--- config.mk ---
export PLATFORM = sky130hd
export DESIGN_NAME = guess_arbiter
export DESIGN_NICKNAME = d
export VERILOG_FILES = /design/src/rtl/hangman_pkg.sv /design/src/rtl/rr_arbiter.sv /design/src/rtl/guess_arbiter.sv
export SDC_FILE = /design/constraint.sdc
export NUM_CORES = 1
export LEC_CHECK = 0
export CORE_MARGIN = 2
export CORE_UTILIZATION = 45
export CTS_CLUSTER_DIAMETER = 40
export DETAILED_ROUTE_END_ITERATION = 16
export GPL_TIMING_DRIVEN = 0
export PLACE_DENSITY_LB_ADDON = 0.15
export RECOVER_POWER = 25
export SYNTH_ARGS = -nofsm -noshare
export SYNTH_HDL_FRONTEND = slang
export SYNTH_HIERARCHICAL = 1
export SYNTH_SLANG_ARGS = --single-unit
--- constraint.sdc ---
create_clock -name clk -period 2 [get_ports clk]
set_clock_uncertainty 0.2 [all_clocks]
set_input_delay 0.2 -clock clk [delete_from_list [all_inputs] [get_ports clk]]
set_output_delay 0.2 -clock clk [all_outputs]
set_load 0.05 [all_outputs]
--- src/rtl/hangman_pkg.sv ---
// Shared types and ASCII constants for the hangman front end.
package hangman_pkg;

    typedef enum logic [2:0] {
        IDLE,
        CHECK,
        WAIT_BUSY,
        WAIT_RDY,
        HALT
    } arb_state_t;

    localparam logic [7:0] ASCII_UA    = 8'h41;
    localparam logic [7:0] ASCII_UZ    = 8'h5A;
    localparam logic [7:0] ASCII_LA    = 8'h61;
    localparam logic [7:0] ASCII_LZ    = 8'h7A;
    localparam logic [7:0] CASE_OFFSET = 8'h20;

    localparam int MAX_PLAYERS = 4;

    function automatic logic [7:0] to_upper(input logic [7:0] c);
        return (c >= ASCII_LA && c <= ASCII_LZ) ? c - CASE_OFFSET : c;
    endfunction

endpackage

--- src/rtl/rr_arbiter.sv ---
// Combinational round-robin picker: first requester at or after ptr, with wrap.
module rr_arbiter #(
    parameter int NUM_PLAYERS = 2
) (
    input  logic [NUM_PLAYERS-1:0] req,
    input  logic [1:0]             ptr,
    output logic [NUM_PLAYERS-1:0] grant,
    output logic [1:0]             idx,
    output logic                   any
);

    logic [2:0] cand;

    always_comb begin
        grant = '0;
        idx   = '0;
        any   = 1'b0;
        cand  = '0;
        for (int i = 0; i < NUM_PLAYERS; i++) begin
            cand = {1'b0, ptr} + 3'(i);
            if (cand >= 3'(NUM_PLAYERS)) begin
                cand = cand - 3'(NUM_PLAYERS);
            end
            for (int j = 0; j < NUM_PLAYERS; j++) begin
                if (!any && cand == 3'(j) && req[j]) begin
                    grant[j] = 1'b1;
                    idx      = cand[1:0];
                    any      = 1'b1;
                end
            end
        end
    end

endmodule

--- src/rtl/guess_arbiter.sv ---
// Multi-player guess arbiter in front of the hangman core.
// Optional repeat filtering is enabled by defining GUESS_DUP_FILTER_EN.
module guess_arbiter
    import hangman_pkg::*;
#(
    parameter int NUM_PLAYERS = 2,
    parameter int TIMEOUT     = 8
) (
    input  logic                     clk,
    input  logic                     nRst,
    input  logic [NUM_PLAYERS-1:0]   req,
    input  logic [8*NUM_PLAYERS-1:0] letter_in,
    output logic [NUM_PLAYERS-1:0]   ack,
    output logic [NUM_PLAYERS-1:0]   nack,
    input  logic                     game_rdy,
    input  logic                     game_over,
    input  logic                     new_game,
    output logic [7:0]               guess,
    output logic                     guess_valid,
    output logic [1:0]               active_player,
    output logic                     busy
);

    localparam int TW = $clog2(TIMEOUT + 1);
    localparam logic [TW-1:0] TMO_LAST = TW'(TIMEOUT - 1);

    arb_state_t             state_q, state_d;
    logic [1:0]             ptr_q, ptr_d;
    logic [1:0]             gidx_q, gidx_d;
    logic [7:0]             letter_q, letter_d;
    logic [7:0]             guess_q, guess_d;
    logic [1:0]             active_q, active_d;
    logic [TW-1:0]          tmo_q, tmo_d;
    logic [NUM_PLAYERS-1:0] ack_q, ack_d;
    logic [NUM_PLAYERS-1:0] nack_q, nack_d;
    logic                   gv_q, gv_d;
    logic                   busy_q, busy_d;
`ifdef GUESS_DUP_FILTER_EN
    logic [25:0]            mask_q, mask_d;
    logic [4:0]             mask_off;
`endif

    logic [NUM_PLAYERS-1:0] arb_grant;
    logic [1:0]             arb_idx;
    logic                   arb_any;
    logic [7:0]             letter_sel;
    logic [7:0]             norm;
    logic                   letter_ok;
    logic [NUM_PLAYERS-1:0] gnt_oh;
    logic [2:0]             ptr_sum;
    logic [1:0]             ptr_inc;

    rr_arbiter #(.NUM_PLAYERS(NUM_PLAYERS)) u_rr (
        .req   (req),
        .ptr   (ptr_q),
        .grant (arb_grant),
        .idx   (arb_idx),
        .any   (arb_any)
    );

    always_comb begin
        letter_sel = '0;
        for (int j = 0; j < NUM_PLAYERS; j++) begin
            if (arb_grant[j]) begin
                letter_sel = letter_in[8*j +: 8];
            end
        end
    end

    // Validation works on the letter latched at grant time, so later input changes are ignored.
    always_comb begin
        norm = to_upper(letter_q);
`ifdef GUESS_DUP_FILTER_EN
        mask_off  = 5'(norm - ASCII_UA);
        letter_ok = (norm >= ASCII_UA) && (norm <= ASCII_UZ) && !mask_q[mask_off];
`else
        letter_ok = (norm >= ASCII_UA) && (norm <= ASCII_UZ);
`endif
        gnt_oh  = {{(NUM_PLAYERS-1){1'b0}}, 1'b1} << gidx_q;
        ptr_sum = {1'b0, gidx_q} + 3'd1;
        ptr_inc = (ptr_sum >= 3'(NUM_PLAYERS)) ? 2'd0 : ptr_sum[1:0];
    end

    always_comb begin
        state_d  = state_q;
        ptr_d    = ptr_q;
        gidx_d   = gidx_q;
        letter_d = letter_q;
        guess_d  = guess_q;
        active_d = active_q;
        tmo_d    = tmo_q;
        ack_d    = '0;
        nack_d   = '0;
        gv_d     = 1'b0;
`ifdef GUESS_DUP_FILTER_EN
        mask_d   = mask_q;
`endif
        case (state_q)
            IDLE: begin
                if (game_over) begin
                    state_d = HALT;
                end else if (arb_any && game_rdy) begin
                    gidx_d   = arb_idx;
                    active_d = arb_idx;
                    letter_d = letter_sel;
                    state_d  = CHECK;
                end
            end
            CHECK: begin
                ptr_d = ptr_inc;
                if (letter_ok) begin
                    ack_d   = gnt_oh;
                    guess_d = norm;
                    gv_d    = 1'b1;
                    tmo_d   = '0;
`ifdef GUESS_DUP_FILTER_EN
                    mask_d  = mask_q | (26'd1 << mask_off);
`endif
                    state_d = WAIT_BUSY;
                end else begin
                    nack_d  = gnt_oh;
                    state_d = IDLE;
                end
            end
            WAIT_BUSY: begin
                if (!game_rdy) begin
                    tmo_d   = '0;
                    state_d = WAIT_RDY;
                end else if (tmo_q == TMO_LAST) begin
                    tmo_d   = '0;
                    state_d = IDLE;
                end else begin
                    tmo_d = tmo_q + TW'(1);
                end
            end
            WAIT_RDY: begin
                if (game_rdy) begin
                    state_d = IDLE;
                end
            end
            HALT: begin
                nack_d = req;
            end
            default: state_d = IDLE;
        endcase

        // A fresh round overrides whatever the FSM decided this cycle.
        if (new_game) begin
            state_d  = IDLE;
            ptr_d    = '0;
            guess_d  = '0;
            active_d = '0;
            tmo_d    = '0;
            ack_d    = '0;
            nack_d   = '0;
            gv_d     = 1'b0;
`ifdef GUESS_DUP_FILTER_EN
            mask_d   = '0;
`endif
        end

        busy_d = (state_d != IDLE) && (state_d != HALT);
    end

    always_ff @(posedge clk or negedge nRst) begin
        if (!nRst) begin
            state_q  <= IDLE;
            ptr_q    <= '0;
            gidx_q   <= '0;
            letter_q <= '0;
            guess_q  <= '0;
            active_q <= '0;
            tmo_q    <= '0;
            ack_q    <= '0;
            nack_q   <= '0;
            gv_q     <= 1'b0;
            busy_q   <= 1'b0;
`ifdef GUESS_DUP_FILTER_EN
            mask_q   <= '0;
`endif
        end else begin
            state_q  <= state_d;
            ptr_q    <= ptr_d;
            gidx_q   <= gidx_d;
            letter_q <= letter_d;
            guess_q  <= guess_d;
            active_q <= active_d;
            tmo_q    <= tmo_d;
            ack_q    <= ack_d;
            nack_q   <= nack_d;
            gv_q     <= gv_d;
            busy_q   <= busy_d;
`ifdef GUESS_DUP_FILTER_EN
            mask_q   <= mask_d;
`endif
        end
    end

    assign ack           = ack_q;
    assign nack          = nack_q;
    assign guess         = guess_q;
    assign guess_valid   = gv_q;
    assign active_player = active_q;
    assign busy          = busy_q;

endmodule

==> parameters.txt <==
Parameter                              Value

Die
  Number of I/O pins ... 39
  # rows ... 22
  Starting density of the core ... 46.7%
  Width of the die ... 65.7 um
  Floorplan die area ... 4310 um2
  Height of the die ... 65.7 um
  Core box area ... 3660 um2

Layout
  Layout cells sized above 1 ... 11.6%
  Post-route cell area ... 2250 um2
  Final Instance Count excl. Fillers ... 264
  Footprint of the multi-input gates ... 796 um2
  Fill cell instance count of the final layout ... 326
  Synthesis-to-layout area growth ... 31.8%
  Sequential cell area ... 876 um2
  Most frequent standard cell in the layout excluding fill and tap cells ... clkdlybuf4s50_1
  Highest-count cells in the layout ignoring fill and taps ... clkdlybuf4s50_1 (37), dfrtp_1 (35), nand2_1 (18)
  Final Net Count ... 244
  Number of diodes ... 0

CTS
  Number of sinks on the clock net ... 35
  Postcts setup bufs ... 0
  Clock slew seen by the registers of the worst setup and hold paths ... 0.06 ns
  Worst-skew pair later-pin latency ... 0.28 ns
  Maximum root-to-sink buffer count ... 2
  Root cell of the clock tree ... clkbuf_8
  Deepest level of the CTS H-tree ... 2
  Clock tree from TritonCTS ... yes
  Num CTS Buffers ... 5

GRT
  Global-route congestion overflow total ... 0
  Via count of the first global-routing pass ... 1,421
  Maximum number of pins on one net before global-route repair ... 36
  Number of antenna violations at the first check in global routing ... 0
  First-pass GRT wire length ... 6480 um
  Total global routing track utilization ... 19.8%

Yosys
  Proportion of synthesized chip area in sequential cells ... 51.2%
  Simple-gate portion of the synthesized area ... 20.6%
  Portion of netlist area occupied by mux cells ... 0%
  Compound-gate portion of the synthesized area ... 20.3%
  Post-Syn Area ... 1710 um2
  Number of enable flip-flop cells after synthesis ... 0
  Synth warnings ... 6
  Largest family of logic cells by synthesized area ... simple AND/OR/NAND/NOR gates
  Syn Inst Count ... 173
  Number of nets in the synthesized netlist ... 200
  Top FF cell, synth ... dfrtp_1
  Flops & latches, synth ... 35
  Xor/xnor cell area share of the yosys netlist ... 0.512%
  Proportion of register bits with asynchronous set or reset after synthesis ... 100%
  Mean Syn Cell Area ... 9.89 um2
  Share of synthesized cell area in full adder, half adder and majority cells ... 2.93%
  Number of different library cells in the post-synthesis netlist ... 42

Route
  Vias per cell ... 5.47
  Post-detailed-routing wire length ... 3710 um
  Total DRC errors in the routed layout ... 0
  Wire length per cell after detailed routing ... 14.1 um
  Antenna viol nets, final ... 0
  Initial detailed-routing violation count ... 114
  Drt first pass iters ... 4
  Vias ... 1,444

STA
  Final Hold Fails ... 0
  RSZ-0062 raised after global routing ... yes
  Min cycle time layout ... 1.92 ns
  Slew at the pin closest to its max-slew limit ... 0.864 ns
  Final total negative setup slack ... 0 ns
  Worst-case setup margin in the final layout ... 0.0832 ns
  Achievable frequency ... 0.522 GHz
  Number of failing setup endpoints in the final timing report ... 0
  Period utilisation layout ... 95.8%
  Slew margin rel. ... 42.4%
  Final count of pins violating max slew ... 0

Placed design
  Worst slack, placed ... -0.273 ns
  Placed cell areas ... 2150 um2
  Sum of net half-perimeters after detailed placement ... 2830 um
  Count of buffers inserted at the top-level ports ... 38
  Number of instances in the placed design ... 259
  Global placer's final weighted congestion ... 0.827

Flow run
  Reported max-cap violation count ... 0

Pwr
  Post-route total power ... 1650 uW
  IR Drop Worst-Case VDD ... 361 uV
  Power density over the cells ... 731 nW/um2
  Static Leakage ... 0.000943 uW

Critical path
  Critical path startpoint category ... flop
  Req. time, crit path ... 1.98 ns
  Max FO, Critical Path ... 8
  Element type at the critical path end ... flop
  Critical path arrival ... 1.90 ns
  Critical path start-end classification ... flop to flop

Hold path
  Worst hold-check path type ... flop to flop

Outcome
  Result of the run ... completed
-- stage by stage --
stage	hold WS (ns)	utilization (%)
6_report	0.294	61.6
5_1_grt	0.303	61.6
4_1_cts	0.297	60.8
3_5_place_dp	0.120	58.6
3_3_place_gp	0.267	58.7
2_1_floorplan	-0.296	-
-- repair_timing --
action,4_1_cts,5_1_grt
endpoints found under the setup margin,8,11
pin swaps,0,0
endpoints found under the hold margin,35,0
gates resized for setup,2,6
cloned,0,0
hold buffers,1,0
-- synthesized netlist by cell type, drive strengths merged, types with 2 or more instances --
library cell / n / area (um2)
a21boi: 2 / 18.8
a21oi: 15 / 75.1
o32ai: 2 / 17.5
buf: 5 / 31.3
o21a: 2 / 15.0
nand3: 11 / 55.1
nand3b: 5 / 37.5
o21ai: 19 / 95.1
and2: 2 / 12.5
ha: 4 / 50.1
and3: 3 / 23.8
dfrtp: 35 / 876
nand2: 18 / 67.6
nor2: 7 / 26.3
nor3b: 5 / 48.8
inv: 6 / 22.5
clkbuf: 5 / 18.8
nand2b: 2 / 12.5
a22oi: 6 / 45.0
a21o: 2 / 15.0
or3b: 2 / 17.5
-- power breakdown --
part	switching (uW)	internal, uW	leakage [uW]
registers	42.7	765	0.000472
logic	209	172	0.000434
clock network	227	232	0.0000371
-- cells by family (layout without fill, tap and decap cells) --
group,after synthesis,count (layout)
and+or+nand+nor,62,62
AOI/OAI and AO/OA,54,54
DFF,35,35
buffers and inverters,16,59
adders and majority gates,4,4
other,1,1
xor gates and xnor gates,1,1
-- worst max-delay path, cell delays in order, from the launching register on --
cell and delay (ns):
dfrtp_1 0.41, or4_4 0.56, o22a_4 0.27, and3_4 0.16
o21ai_0 0.21
-- layer usage --
| layer | global-route usage [%] | wire, um | vias to the layer above |
|---|---|---|---|
| met5 | 0 | 0 | - |
| met4 | 6.25 | 52 | 0 |
| met3 | 4.62 | 177 | 5 |
| met2 | 32.3 | 1760 | 43 |
| met1 | 25.9 | 1720 | 697 |
| li1 | - | - | 699 |
-- cell type report --
type | count | share of cell area, %
buffer | 8 | 1.89
clock buffer | 6 | 3.22
inverter | 6 | 0.999
multi-input combinational | 122 | 35.3
sequential | 35 | 38.8
tap | 48 | 2.66
timing repair buffer | 39 | 17.1
-- final timing paths --
path                        startpoint     endpoint  slack (ns)  depth (start not counted)
setup reg to reg           letter_q[3]      nack[1]        0.08                          4
hold reg to reg            letter_q[7]  letter_q[7]        0.29                          2
min in group asynchronous         nRst    gidx_q[1]        0.36                          2
max in group asynchronous         nRst     guess[5]        0.70                          2
setup / recovery           letter_q[3]      nack[1]        0.08                          4
hold / removal             letter_q[7]  letter_q[7]        0.29                          2
-- state kept, by name, summed over array words and instances, names as in the netlist --
signal and cells:
guess 8, letter_q 8, tmo_q 4, state_q 3, ack 2, active_player 2
gidx_q 2, nack 2, ptr_q 2, busy 1, guess_valid 1
(Power assumes the default switching activity.)
